==> src/rtl/boe_driver.sv <==
// boe_driver: collects a 2..6 byte packet from the host, streams it into an
// attached BOE engine, forwards the engine's sum/max/sorted results as
// one-cycle beats and self-checks them against a locally computed reference.
module boe_driver (
  input  logic        clk,
  input  logic        rst,
  input  logic        in_valid,
  input  logic [7:0]  in_data,
  input  logic        in_last,
  output logic        in_ready,
  output logic        boe_rst,
  output logic [2:0]  boe_data_num,
  output logic [7:0]  boe_data_in,
  input  logic [10:0] boe_result,
  output logic        out_valid,
  output logic [10:0] out_data,
  output logic [1:0]  out_tag,
  output logic        out_last,
  output logic        len_err,
  output logic        chk_err
);

  localparam logic [1:0] ST_LOAD  = 2'd0;
  localparam logic [1:0] ST_RUN   = 2'd1;
  localparam logic [1:0] ST_DRAIN = 2'd2;

  localparam logic [1:0] TAG_SUM  = 2'd0;
  localparam logic [1:0] TAG_MAX  = 2'd1;
  localparam logic [1:0] TAG_SORT = 2'd2;

  logic [1:0]  r_state;
  logic [2:0]  r_count;
  logic [3:0]  r_cyc;
  logic [2:0]  r_n;
  logic [7:0]  r_buf [0:5];
  logic        r_out_valid;
  logic [10:0] r_out_data;
  logic [1:0]  r_out_tag;
  logic        r_out_last;
  logic        r_len_err;
  logic        r_chk_err;
  logic        r_bad;
  logic [7:0]  r_prev;

  logic        w_accept;
  logic [2:0]  w_total;
  logic        w_len_ok;
  logic [10:0] w_ref_sum;
  logic [7:0]  w_ref_max;
  logic [7:0]  w_data_sel;
  logic [3:0]  w_cyc_sum;
  logic [3:0]  w_cyc_max;
  logic [3:0]  w_cyc_s0;
  logic [3:0]  w_cyc_last;
  logic [7:0]  w_res_lo;
  logic        w_res_hi;
  logic        w_sort_bad;

  assign w_accept  = in_valid && (r_state == ST_LOAD);
  assign w_total   = (r_count == 3'd7) ? 3'd7 : r_count + 3'd1;
  assign w_len_ok  = (w_total >= 3'd2) && (w_total <= 3'd6);

  // Result bus is sampled one cycle before the beat becomes visible, so the
  // sample points are n, n+1, n+2..2n+1 on the cyc counter.
  assign w_cyc_sum  = {1'b0, r_n};
  assign w_cyc_max  = w_cyc_sum + 4'd1;
  assign w_cyc_s0   = w_cyc_sum + 4'd2;
  assign w_cyc_last = {r_n, 1'b0} + 4'd1;

  assign w_res_lo   = boe_result[7:0];
  assign w_res_hi   = |boe_result[10:8];
  assign w_sort_bad = w_res_hi ||
                      ((r_cyc == w_cyc_s0) ? (w_res_lo != r_prev) : (w_res_lo > r_prev));

  assign in_ready     = (r_state == ST_LOAD);
  assign boe_rst      = (r_state != ST_RUN);
  assign boe_data_num = r_n;
  assign boe_data_in  = ((r_state == ST_RUN) && (r_cyc < w_cyc_sum)) ? w_data_sel : '0;

  assign out_valid = r_out_valid;
  assign out_data  = r_out_data;
  assign out_tag   = r_out_tag;
  assign out_last  = r_out_last;
  assign len_err   = r_len_err;
  assign chk_err   = r_chk_err;

  // Reference sum/max over the first n buffer entries and the byte mux for cyc.
  always_comb begin
    w_ref_sum  = '0;
    w_ref_max  = '0;
    w_data_sel = '0;
    for (int unsigned i = 0; i < 6; i++) begin
      if (i < 32'(r_n)) begin
        w_ref_sum = w_ref_sum + 11'(r_buf[i]);
        if (r_buf[i] > w_ref_max) w_ref_max = r_buf[i];
      end
      if (32'(r_cyc) == i) w_data_sel = r_buf[i];
    end
  end

  // Packet buffer: only the first six accepted beats are stored, no reset needed.
  always_ff @(posedge clk) begin
    if (!rst && w_accept && (r_count < 3'd6)) begin
      r_buf[r_count] <= in_data;
    end
  end

  // Control FSM, result capture and self-check.
  always_ff @(posedge clk) begin
    if (rst) begin
      r_state     <= ST_LOAD;
      r_count     <= '0;
      r_cyc       <= '0;
      r_n         <= '0;
      r_out_valid <= 1'b0;
      r_out_data  <= '0;
      r_out_tag   <= '0;
      r_out_last  <= 1'b0;
      r_len_err   <= 1'b0;
      r_chk_err   <= 1'b0;
      r_bad       <= 1'b0;
      r_prev      <= '0;
    end else begin
      r_out_valid <= 1'b0;
      r_out_last  <= 1'b0;
      r_len_err   <= 1'b0;
      r_chk_err   <= 1'b0;
      case (r_state)
        ST_LOAD: begin
          if (w_accept) begin
            if (in_last) begin
              r_count <= '0;
              if (w_len_ok) begin
                r_n     <= w_total;
                r_cyc   <= '0;
                r_bad   <= 1'b0;
                r_state <= ST_RUN;
              end else begin
                r_len_err <= 1'b1;
              end
            end else begin
              r_count <= w_total;
            end
          end
        end
        ST_RUN: begin
          r_cyc <= r_cyc + 4'd1;
          if (r_cyc == w_cyc_sum) begin
            r_out_valid <= 1'b1;
            r_out_data  <= boe_result;
            r_out_tag   <= TAG_SUM;
            r_bad       <= r_bad || (boe_result != w_ref_sum);
          end else if (r_cyc == w_cyc_max) begin
            r_out_valid <= 1'b1;
            r_out_data  <= boe_result;
            r_out_tag   <= TAG_MAX;
            r_bad       <= r_bad || w_res_hi || (w_res_lo != w_ref_max);
            r_prev      <= w_res_lo;
          end else if ((r_cyc >= w_cyc_s0) && (r_cyc <= w_cyc_last)) begin
            r_out_valid <= 1'b1;
            r_out_data  <= boe_result;
            r_out_tag   <= TAG_SORT;
            r_bad       <= r_bad || w_sort_bad;
            r_prev      <= w_res_lo;
            if (r_cyc == w_cyc_last) begin
              r_out_last <= 1'b1;
              r_chk_err  <= r_bad || w_sort_bad;
              r_state    <= ST_DRAIN;
            end
          end
        end
        ST_DRAIN: begin
          r_cyc   <= '0;
          r_state <= ST_LOAD;
        end
        default: begin
          r_state <= ST_LOAD;
        end
      endcase
    end
  end

endmodule

==> config.mk <==
export PLATFORM = sky130hd
export DESIGN_NAME = boe_driver
export DESIGN_NICKNAME = d
export VERILOG_FILES = /design/src/rtl/boe_driver.sv
export SDC_FILE = /design/constraint.sdc
export NUM_CORES = 1
export LEC_CHECK = 0
export CAP_MARGIN = 20
export CORE_MARGIN = 2
export CORE_UTILIZATION = 35
export DETAILED_ROUTE_END_ITERATION = 7
export PLACE_DENSITY = 0.62
export SYNTH_ARGS = -nofsm -noshare
export SYNTH_HDL_FRONTEND = slang
export SYNTH_SLANG_ARGS = --single-unit
==> constraint.sdc <==
create_clock -name clk -period 20.5 [get_ports clk]
set_input_delay 3.075 -clock clk [delete_from_list [all_inputs] [get_ports clk]]
set_output_delay 3.075 -clock clk [all_outputs]
set_load 0.05 [all_outputs]
### Yosys cells after proc, flatten, opt, wreduce, memory -nomap -nowiden

Memories as Yosys holds them, arrays and structs flattened.
Index checks and enable logic that the tools add are counted.

* register bits: 38
* memory bits (writable): 48
* input port bits: 23
* output and inout bits: 30
* word-level logic and storage cells: 165
* memories: 1

Memory list
* r_buf: words 6, bits a word 8, read ports 6, clocked after memory_dff 0, write ports 1, RTL line 35 `logic [7:0] r_buf [0:5];`

* add/sub/neg operators: 10
* $lt $le $gt $ge: 19
* equal/unequal tests: 24
* muxes and demuxes: 62
* bitwise gates (word level): 7
* reductions and logical operators: 30

Operators by type and width (count)
* $mux W8: 22
* $mux W11: 8
* $add A11 B8 Y11: 5
* $gt A8 B8 Y1: 6
* $mux W2: 10
* $ne A8 B8 Y1: 2
* $mux W1: 14
* $eq A4 B4 Y1: 3
* $mux W4: 3
* $pmux W4 S3: 1
* $ne A11 B11 Y1: 1
* $ne A2 B1 Y1 const B: 5
* $add A4 B1 Y4 const B: 2
* $eq A4 B2 Y1 const B: 2
* $eq A4 B3 Y1 const B: 2
* $gt A8 B1 Y1 const B: 1
* $reduce_and A4 Y1: 2
* $not A1 Y1: 7
* $reduce_and A7 Y1: 1
* $logic_and A1 B1 Y1: 6
* $lt A1 B3 Y1 const A: 2
* $lt A2 B3 Y1 const A: 2
* $lt A3 B3 Y1 const A: 2
* $mux W3: 2
* other kinds (32): 41

### Longest topological paths before layout

Gate-level depths: netlist of the first run.
An unclocked memory read counts as a cell.

* word-level depth: 24
* mapped depth: 59
* depth with buffers taken out: 54

### Worst setup path before layout of the first run

No wires, ideal clock.

* path type: register to register
* start: register r_n[2], in the netlist boe_data_num[2]
* end: register r_bad
* setup time: 136 ps
* data arrival time: 10772 ps
* data required time: 20364 ps
* slack: 9592 ps
* stages on the path, launching flop included: 58
* buffers on the path: 7
* clock period less this slack: 10908 ps
* cells stage by stage: dfxtp_1 -> clkbuf_1 -> inv_2 -> ha_1 -> nand2b_1 -> buf_2 -> and2_1 -> inv_1 -> ha_1 -> nor2b_1 -> o211a_1 -> o31a_4 -> nand2_4 -> mux2_2 -> inv_1 -> ha_1 -> a21oi_1 -> a21oi_1 -> [22 not listed] -> a21oi_1 -> o21ai_0 -> o211ai_1 -> clkbuf_1 -> clkbuf_1 -> o21ai_0 -> ha_1 -> a21o_1 -> a21o_1 -> a21oi_1 -> o21ai_0 -> o211ai_1 -> clkbuf_1 -> clkbuf_1 -> nor2_1 -> or3_1 -> a2111oi_2 -> a211oi_1

* cells in the longest elaborated chain, start to end: 22
* elaborated cells on any way between the ends: 55
* those cells by class: add/sub: 8; order compare: 13; eq/ne: 6; mux: 22; reduce/logical: 6

RTL lines
* from (decl): RTL line 34 `logic [2:0] r_n;`
* from (signal assigned): RTL line 134 `r_n <= w_total;`
* $lt A1 B3 Y1: RTL line 93 `if (i < 32'(r_n)) begin`
* $mux W8: RTL line 93
* $gt A8 B8 Y1: RTL line 95 `if (r_buf[i] > w_ref_max) w_ref_max = r_buf[i];`
* $mux W8: RTL line 95
* $mux W8: RTL line 93
* $gt A8 B8 Y1: RTL line 95
* $mux W8: RTL line 95
* $mux W8: RTL line 93
* [6 not listed]
* $gt A8 B8 Y1: RTL line 95
* $mux W8: RTL line 95
* $mux W8: RTL line 93
* $ne A8 B8 Y1: RTL line 157 `r_bad <= r_bad || w_res_hi || (w_res_lo != w_ref_max);`
* $logic_or A1 B1 Y1: RTL line 157
* $mux W1: RTL line 153 `end else if (r_cyc == w_cyc_max) begin`
* $mux W1: RTL line 148 `if (r_cyc == w_cyc_sum) begin`
* $pmux W1 S2: RTL line 128 `case (r_state)`
* to (signal assigned): RTL line 152 `r_bad <= r_bad || (boe_result != w_ref_sum);`
* to (signal assigned): RTL line 157
* to (signal assigned): RTL line 163 `r_bad <= r_bad || w_sort_bad;`
* to (decl): RTL line 42 `logic r_bad;`

Several ways; a longest one is shown, not always the timed one. The select of a mux whose other input is x is not followed.
A chain may end at the register's enable or synchronous reset.

### Worst setup path after layout of the first run

Same ends and word-level chain as after synthesis.

==> summary.md, run 1 <==
| Metric | Value |
|---|---|
| Num CTS Buffers | 9 |
| Clock latency at the later pin of the worst-skew pair | about 0.34 ns |
| Layout cells sized above 1 | 0.0605 |
| Int Power | roughly 320 uW |
| Clk_skew | between 0.01 and 0.015 ns |
| Number of synthesized register bits | 86 |
| Final period utilization | 0.596 |
| CP most frequent cell | ha_1 |
| Clk buf depth | 2 |
| Post-Syn Instances | roughly 990 |
| Post-cts sizing count | 0 |
| Antenna Diode Count | 0 |
| I/O Buffers | 52 |
| Max Fclk | a little over 0.08 GHz |
| CP arrival | roughly 12 ns |
| Drt wl/cell | 18.2 um |
| Cell Area, Synth | roughly 8300 um2 |
| Total global routing overflow | 0 |
| Switch share | 0.294 |
| Final hold vios | 0 |
| PwrDens | between 40 and 50 nW/um2 |
| Die width | ~160 um |
| ANT nets after route | 0 |
| Worst path slowest cell | dfxtp_1 |
| Synthesized net count | between 1000 and 1500 |
| Vias per std cell | 5.41 |
| Register area | approximately 2200 um2 |
| Setup crit start kind | register |
| Die ar. | roughly 25000 um2 |
| Most frequent cells in the layout | ha_1, nor2_1, inv_1 |
| Slew margin rel. | 0.291 |
| DRT iter0 DRCs | roughly 420 |
| Max-slew violations | 0 |
| Area Overhead vs Synth | 13.6% |
| Sequential share of power | 0.418 |
| Synth Flop Type | edfxtp_1 |
| Comb pwr share | 0.226 |
| HP Class | reg -> reg |
| Status | complete, no violations |
| Sw power | roughly 130 uW |
| Clk root buf | clkbuf_16 |
| Cts hold-fix bufs | 0 |
| Vias in the first global route | a little over 7000 |
| Worst hold slack | between 0.4 and 0.5 ns |
| Syn. warnings | 0 |
| Residual DRC | 0 |
| Final Wtd Congestion | between 0.9 and 1 |
| Max incr delay on CP | 0.85 ns |
| Drt first pass iters | 4 |
| Post-synthesis sequential area ratio | 0.266 |
| Initial Utilization | 0.355 |
| CTS tree | done |
| Commonest non-fill, non-tap cell in the layout | ha_1 |
| Area after DPL | between 9000 and 10000 um2 |
| Post-layout util | 0.403 |
| Core Rows | 56 |
| Min Tclk post-route | 12.21 ns |
| Req. time, crit path | 20.68 ns |
| First-pass GRT wire length | roughly 39000 um |
| Largest net degree at the start of global routing | 42 |
| Io pins | between 50 and 60 |
| Leak | 3.74 nW |
| Die Ht | ~160 um |
| FFs w/ async S/R, synth | 0 |
| Clock transition at path regs | around 0.070 ns |
| Post-synth EDFFs | 48 |
| Total core area | roughly 23000 um2 |
| Mapped Avg Cell Area | between 8 and 9 um2 |
| Highest net fanout along the worst path | 23 |
| Unrepaired setup endpoints after global routing | false |
| Initial antenna violation count | 0 |
| # nets final | roughly 1200 |
| Clk pwr share | 0.357 |
| CP Capture Type | register |
| Clk sinks | 86 |
| Setup bufs post-CTS | 0 |
| # setup viols final | 0 |
| Crit Path Class | reg -> reg |
| Worst slew pin tran | 1.06 ns |
| Fillers | 2343 |
| Unique cell type count in the Yosys netlist | 77 |
| Worst IR Drop VDD | between 0.00006 and 0.00007 V |
| Max-cap violations | 0 |
| Multi-input gate area | 5600 um2 |
| Drt total wl | between 20000 and 25000 um |
| Inst Count DP | between 1000 and 1500 |
| Final HPWL DP | 19600 um |
| H-Tree Depth | 3 |
| Setup TNS | 0 ns |
| Final Cell Area | roughly 9400 um2 |
| Via count | slightly above 7000 |
| GRT Total Usage | 0.202 |
| Post-Layout Cell Count | 1344 |
## metal layers
layer	track usage	part of all wire
met3	0.0287	0.047
met4	0.0658	0.026
met1	0.270	0.47
met2	0.335	0.46
met5	0	0
## synth_stat cells, types with 4 or more instances
| cell type | instances | area (um2) |
|---|---|---|
| o21bai_1 | 7 | 52.6 |
| a211oi_1 | 20 | 150 |
| inv_1 | 82 | 308 |
| nor3_1 | 12 | 60.1 |
| o22ai_1 | 4 | 25.0 |
| xor2_1 | 9 | 78.8 |
| nand4_1 | 10 | 62.6 |
| o21a_1 | 9 | 67.6 |
| a21o_1 | 24 | 180 |
| a31oi_1 | 7 | 43.8 |
| o21ai_0 | 70 | 350 |
| nor2b_1 | 18 | 113 |
| fa_1 | 5 | 100 |
| nor4_1 | 5 | 31.3 |
| a2111oi_0 | 7 | 61.3 |
| ha_1 | 104 | 1300 |
| clkbuf_1 | 32 | 120 |
| a21oi_1 | 77 | 385 |
| a21boi_0 | 6 | 45.0 |
| xnor2_1 | 32 | 280 |
| or3_1 | 15 | 93.8 |
| nor2_1 | 88 | 330 |
| and2_1 | 17 | 106 |
| o2111ai_1 | 6 | 52.6 |
| nand2b_1 | 9 | 56.3 |
| dfxtp_1 | 38 | 761 |
| mux2i_1 | 29 | 290 |
| nand3_1 | 22 | 110 |
| edfxtp_1 | 48 | 1440 |
| nand3b_1 | 4 | 30.0 |
| and3_1 | 6 | 37.5 |
| mux2_2 | 18 | 203 |
| nand2_1 | 68 | 255 |
| o211ai_1 | 7 | 52.6 |
| a22oi_1 | 17 | 128 |
## final cells by class
| cell class | count | share of cell area |
|---|---|---|
| Sequential cell | 86 | 0.234 |
| Clock inverter | 6 | 0.00506 |
| Clock buffer | 10 | 0.0266 |
| Multi-Input combinational cell | 779 | 0.596 |
| Inverter | 84 | 0.0335 |
| Tap cell | 319 | 0.0425 |
| Timing Repair Buffer | 60 | 0.0618 |
## flip-flops by register name, indices dropped and copies added, names as in the netlist
signal and count:
r_buf 48, out_data 11, r_prev 8, r_cyc 4, boe_data_num 3, r_count 3, out_tag 2, r_state 2
chk_err 1, len_err 1, out_last 1, out_valid 1, r_bad 1
## path summary, 6_finish.rpt
path                   start   endpoint  slack [ns]  depth (start not counted)
min                r_prev[5]  r_prev[5]        0.50                          2
min reg2reg        r_prev[5]  r_prev[5]        0.50                          2
max reg2reg  boe_data_num[2]      r_bad        8.29                         56
max          boe_data_num[2]      r_bad        8.29                         56
## critical path: cells and delay by family, from the launching register on
family,cells,cell delay [ns]
and+or+nand+nor,17,3.10
AOI/OAI and AO/OA,24,4.47
muxes,2,0.67
DFF,1,0.85
buffers and inverters,7,1.13
adders and majority gates,6,1.84
## stage by stage
| step | setup WS, ns | total power, mW |
|---|---|---|
| finish | 8.29 | 0.449 |
| global placement | 8.65 | 0.292 |
| floorplan | 9.59 | 0.263 |
| CTS | 8.41 | 0.453 |
| detailed placement | 8.43 | 0.293 |
| global route | 7.21 | 0.473 |
## cells by family after synthesis
logic type                 after synthesis  share of synthesized area
buffers and inverters                  122                     0.0566
muxes                                   48                     0.0614
and+or+nand+nor                        292                      0.174
adders and majority gates              110                      0.171
xor gates and xnor gates                41                     0.0434
AOI/OAI and AO/OA                      288                      0.227
DFF                                     86                      0.266
## power groups by stage
stage	clock, mW	combinational [mW]	sequential (mW)
global route	0.170	0.115	0.188
finish	0.160	0.101	0.188
floorplan	0	0.0709	0.192
CTS	0.163	0.102	0.188
global placement	0	0.100	0.191
detailed placement	0	0.101	0.191
Power figures use the tool's default switching activity.
==> run 2, diff against run 1 <==
PLACE_DENSITY = 0.64   (was 0.62)
clock period = 11.2 ns   (was 20.5 ns; I/O delays follow)
==> run 2 against run 1 <==
Design area increased by 1.3%. Power increased by 79%. Setup slack got worse by 7.6 ns. Cell count increased by 1.0%. Maximum frequency increased by 16%. Critical path depth decreased by 4. Hold slack got worse by 0.0012 ns. Sequential power increased by 82%. Global-route usage decreased by 0.65 points. Sequential share of layout area decreased by 0.26 points. Critical endpoint unchanged. Largest cell class unchanged.
==> summary.md, run 2 (synthesis gave the netlist of run 1 again) <==
| Metric | Value |
|---|---|
| Clock transition at path regs | 0.07 ns (about the same) |
| I/O Buffers | 52 (unchanged) |
| Routed wl met3 | 1220 um (+5.9%) |
| Die Ht | 158 um (unchanged) |
| Drt first pass iters | 5 (+1) |
| Drt total wl | 24100 um (-1.6%) |
| Final period utilization | 0.938 (+0.342) |
| Req. time, crit path | 11.40 ns (-9.28 ns) |
| DRT iter0 DRCs | 469 (+11%) |
| Die ar. | 24900 um2 (unchanged) |
| Largest net degree at the start of global routing | 42 (unchanged) |
| Max incr delay on CP | 0.44 ns (-0.41 ns) |
| Multi-input gate area | 5640 um2 (+0.69%) |
| Inst Count DP | 1331 (+0.30%) |
| # nets final | 1166 (+1.2%) |
| Die width | 158 um (unchanged) |
| Total global routing overflow | 0 (unchanged) |
| GRT Total Usage | 0.195 (-0.00654) |
| Max Fclk | 0.0952 GHz (+16%) |
| CP Launch Point | boe_data_num[1] |
| Worst path slowest cell | a2111oi_0 |
| Final Cell Area | 9520 um2 (+1.3%) |
| Core Rows | 56 (unchanged) |
| Highest net fanout along the worst path | 11 (-52%) |
| Drt wl/cell | 17.7 um (-2.6%) |
| First-pass GRT wire length | 37900 um (-1.8%) |
| Post-Layout Cell Count | 1358 (+1.0%) |
| Vias per std cell | 5.49 (+1.6%) |
| # setup viols final | 0 (unchanged) |
| Final hold vios | 0 (unchanged) |
| Area Overhead vs Synth | 15.1% |
| Register area | 2210 um2 (+0.17%) |
| Top sig layer | met4 |
| CP top delay family | compound AO/OA/AOI/OAI gates |
| Number of cells on the critical path | 52 (-7.1%) |
| Clock latency at the later pin of the worst-skew pair | 0.35 ns (about the same) |
| Worst slew pin tran | 1.01 ns (-0.0534 ns) |
| ANT nets after route | 0 (unchanged) |
| Cells on Worst Hold Path | 2 (unchanged) |
| Commonest non-fill, non-tap cell in the layout | ha_1 |
| Area after DPL | 9120 um2 (+0.33%) |
| Most frequent cells in the layout | ha_1, nor2_1, inv_1 |
| Antenna Diode Count | 0 (unchanged) |
| Via count | 7461 (+2.6%) |
| Hold Crit Start | out_data[0] |
| PwrDens | 84.3 nW/um2 (+76%) |
| Final Wtd Congestion | 0.940 (+0.31%) |
| RR Startpoint | boe_data_num[1] |
| Initial antenna violation count | 0 (unchanged) |
| Clk sinks | 86 (unchanged) |
| HP Class | reg -> reg |
| Final HPWL DP | 19100 um (-2.7%) |
| Max-slew violations | 0 (unchanged) |
| CP most frequent cell | ha_1 |
| Biggest register | r_buf |
| Cells on worst reg2reg path | 52 (-7.1%) |
| Worst IR Drop VDD | 0.000106 V (+61%) |
| CP arrival | 10.70 ns (-1.69 ns) |
| Min Tclk post-route | 10.51 ns (-1.71 ns) |
| Max-cap violations | 0 (unchanged) |
| Max FFs per register | 48 (unchanged) |
| Clk buf depth | 2 (unchanged) |
| Layout cells sized above 1 | 0.0818 (+0.0213) |
| Leak | 3.79 nW (+1.2%) |
| Slew margin rel. | 0.327 (+0.0356) |
| CP Capture Type | register |
| Residual DRC | 0 (unchanged) |
| Power Total | 803 uW (+79%) |
| Fillers | 2327 (-0.68%) |
| Total core area | 23300 um2 (unchanged) |
| Clk_skew | 0.0121 ns (-0.000231 ns) |
| Clk root buf | clkbuf_16 |
| Setup crit start kind | register |
| Num CTS Buffers | 9 (unchanged) |
| H-Tree Depth | 3 (unchanged) |
| Initial Utilization | 0.355 (unchanged) |
| Status | complete, no violations |
| Buf+Inv Stages, Crit Path | 8 (+1) |
| Post-layout util | 0.408 (+0.00526) |
| Met2 WL | 11500 um (+1.6%) |
| Io pins | 53 (unchanged) |
| Met1 WL | 10900 um (-3.9%) |
| Crit Path Class | reg -> reg |
| CTS tree | done |
| Vias in the first global route | 7107 (-1.2%) |
| Cts hold-fix bufs | 0 (unchanged) |
## run 2: changes by cell type in the layout (fill, tap and decap cells not counted), sizes merged
cell,previous run,this run
inv,86,83
clkinvlp,1,4
clkdlybuf4s15,0,1
buf,7,20
## run 2: worst paths after layout
path / endpoint / slack [ns]
worst max register to register: r_bad / 0.69
worst min register to register: out_data[0] / 0.49
worst min-delay path: out_data[0] / 0.49
worst max-delay path: r_bad / 0.69
## run 2: per-layer routing
layer  GRT usage  vias up
met5           0        -
met4      0.0541        0
met3      0.0200       37
met2       0.331      194
met1       0.264     3547
li1            -     3683
## run 2: report_power, final
group          internal [mW]  total [mW]  switching (mW)
clock network          0.149       0.271           0.122
registers              0.337       0.342         0.00443
logic                 0.0795       0.191           0.111
## run 2: metrics by stage
stage	worst slack, ns	setup TNS [ns]	hold WS (ns)
after floorplan	0.292	0	0.460
after global placement	0.269	0	0.473
after detailed placement	-0.0106	-0.0106	0.481
after CTS	0.00789	0	0.500
after global routing	-0.0162	-0.0162	0.526
final	0.693	0	0.494
## run 2: area by class of cell
class                      count  area share
multi-input combinational    779       0.593
sequential                    86       0.232
inverter                      84      0.0331
clock inverter                 6     0.00407
tap                          319      0.0419
clock buffer                  10      0.0240
timing repair buffer          74      0.0725
## run 2: worst min-delay path: cells and delay by family (launching register included)
family / cells / cell delay (ns)
mux: 1 / 0.06
flops: 1 / 0.33
simple gates: 1 / 0.07
## run 2: repair_timing
action | 4_1_cts | 5_1_grt
gates resized for setup | 0 | 16
endpoints found under the setup margin | 0 | 1
buffers inserted | 0 | 7
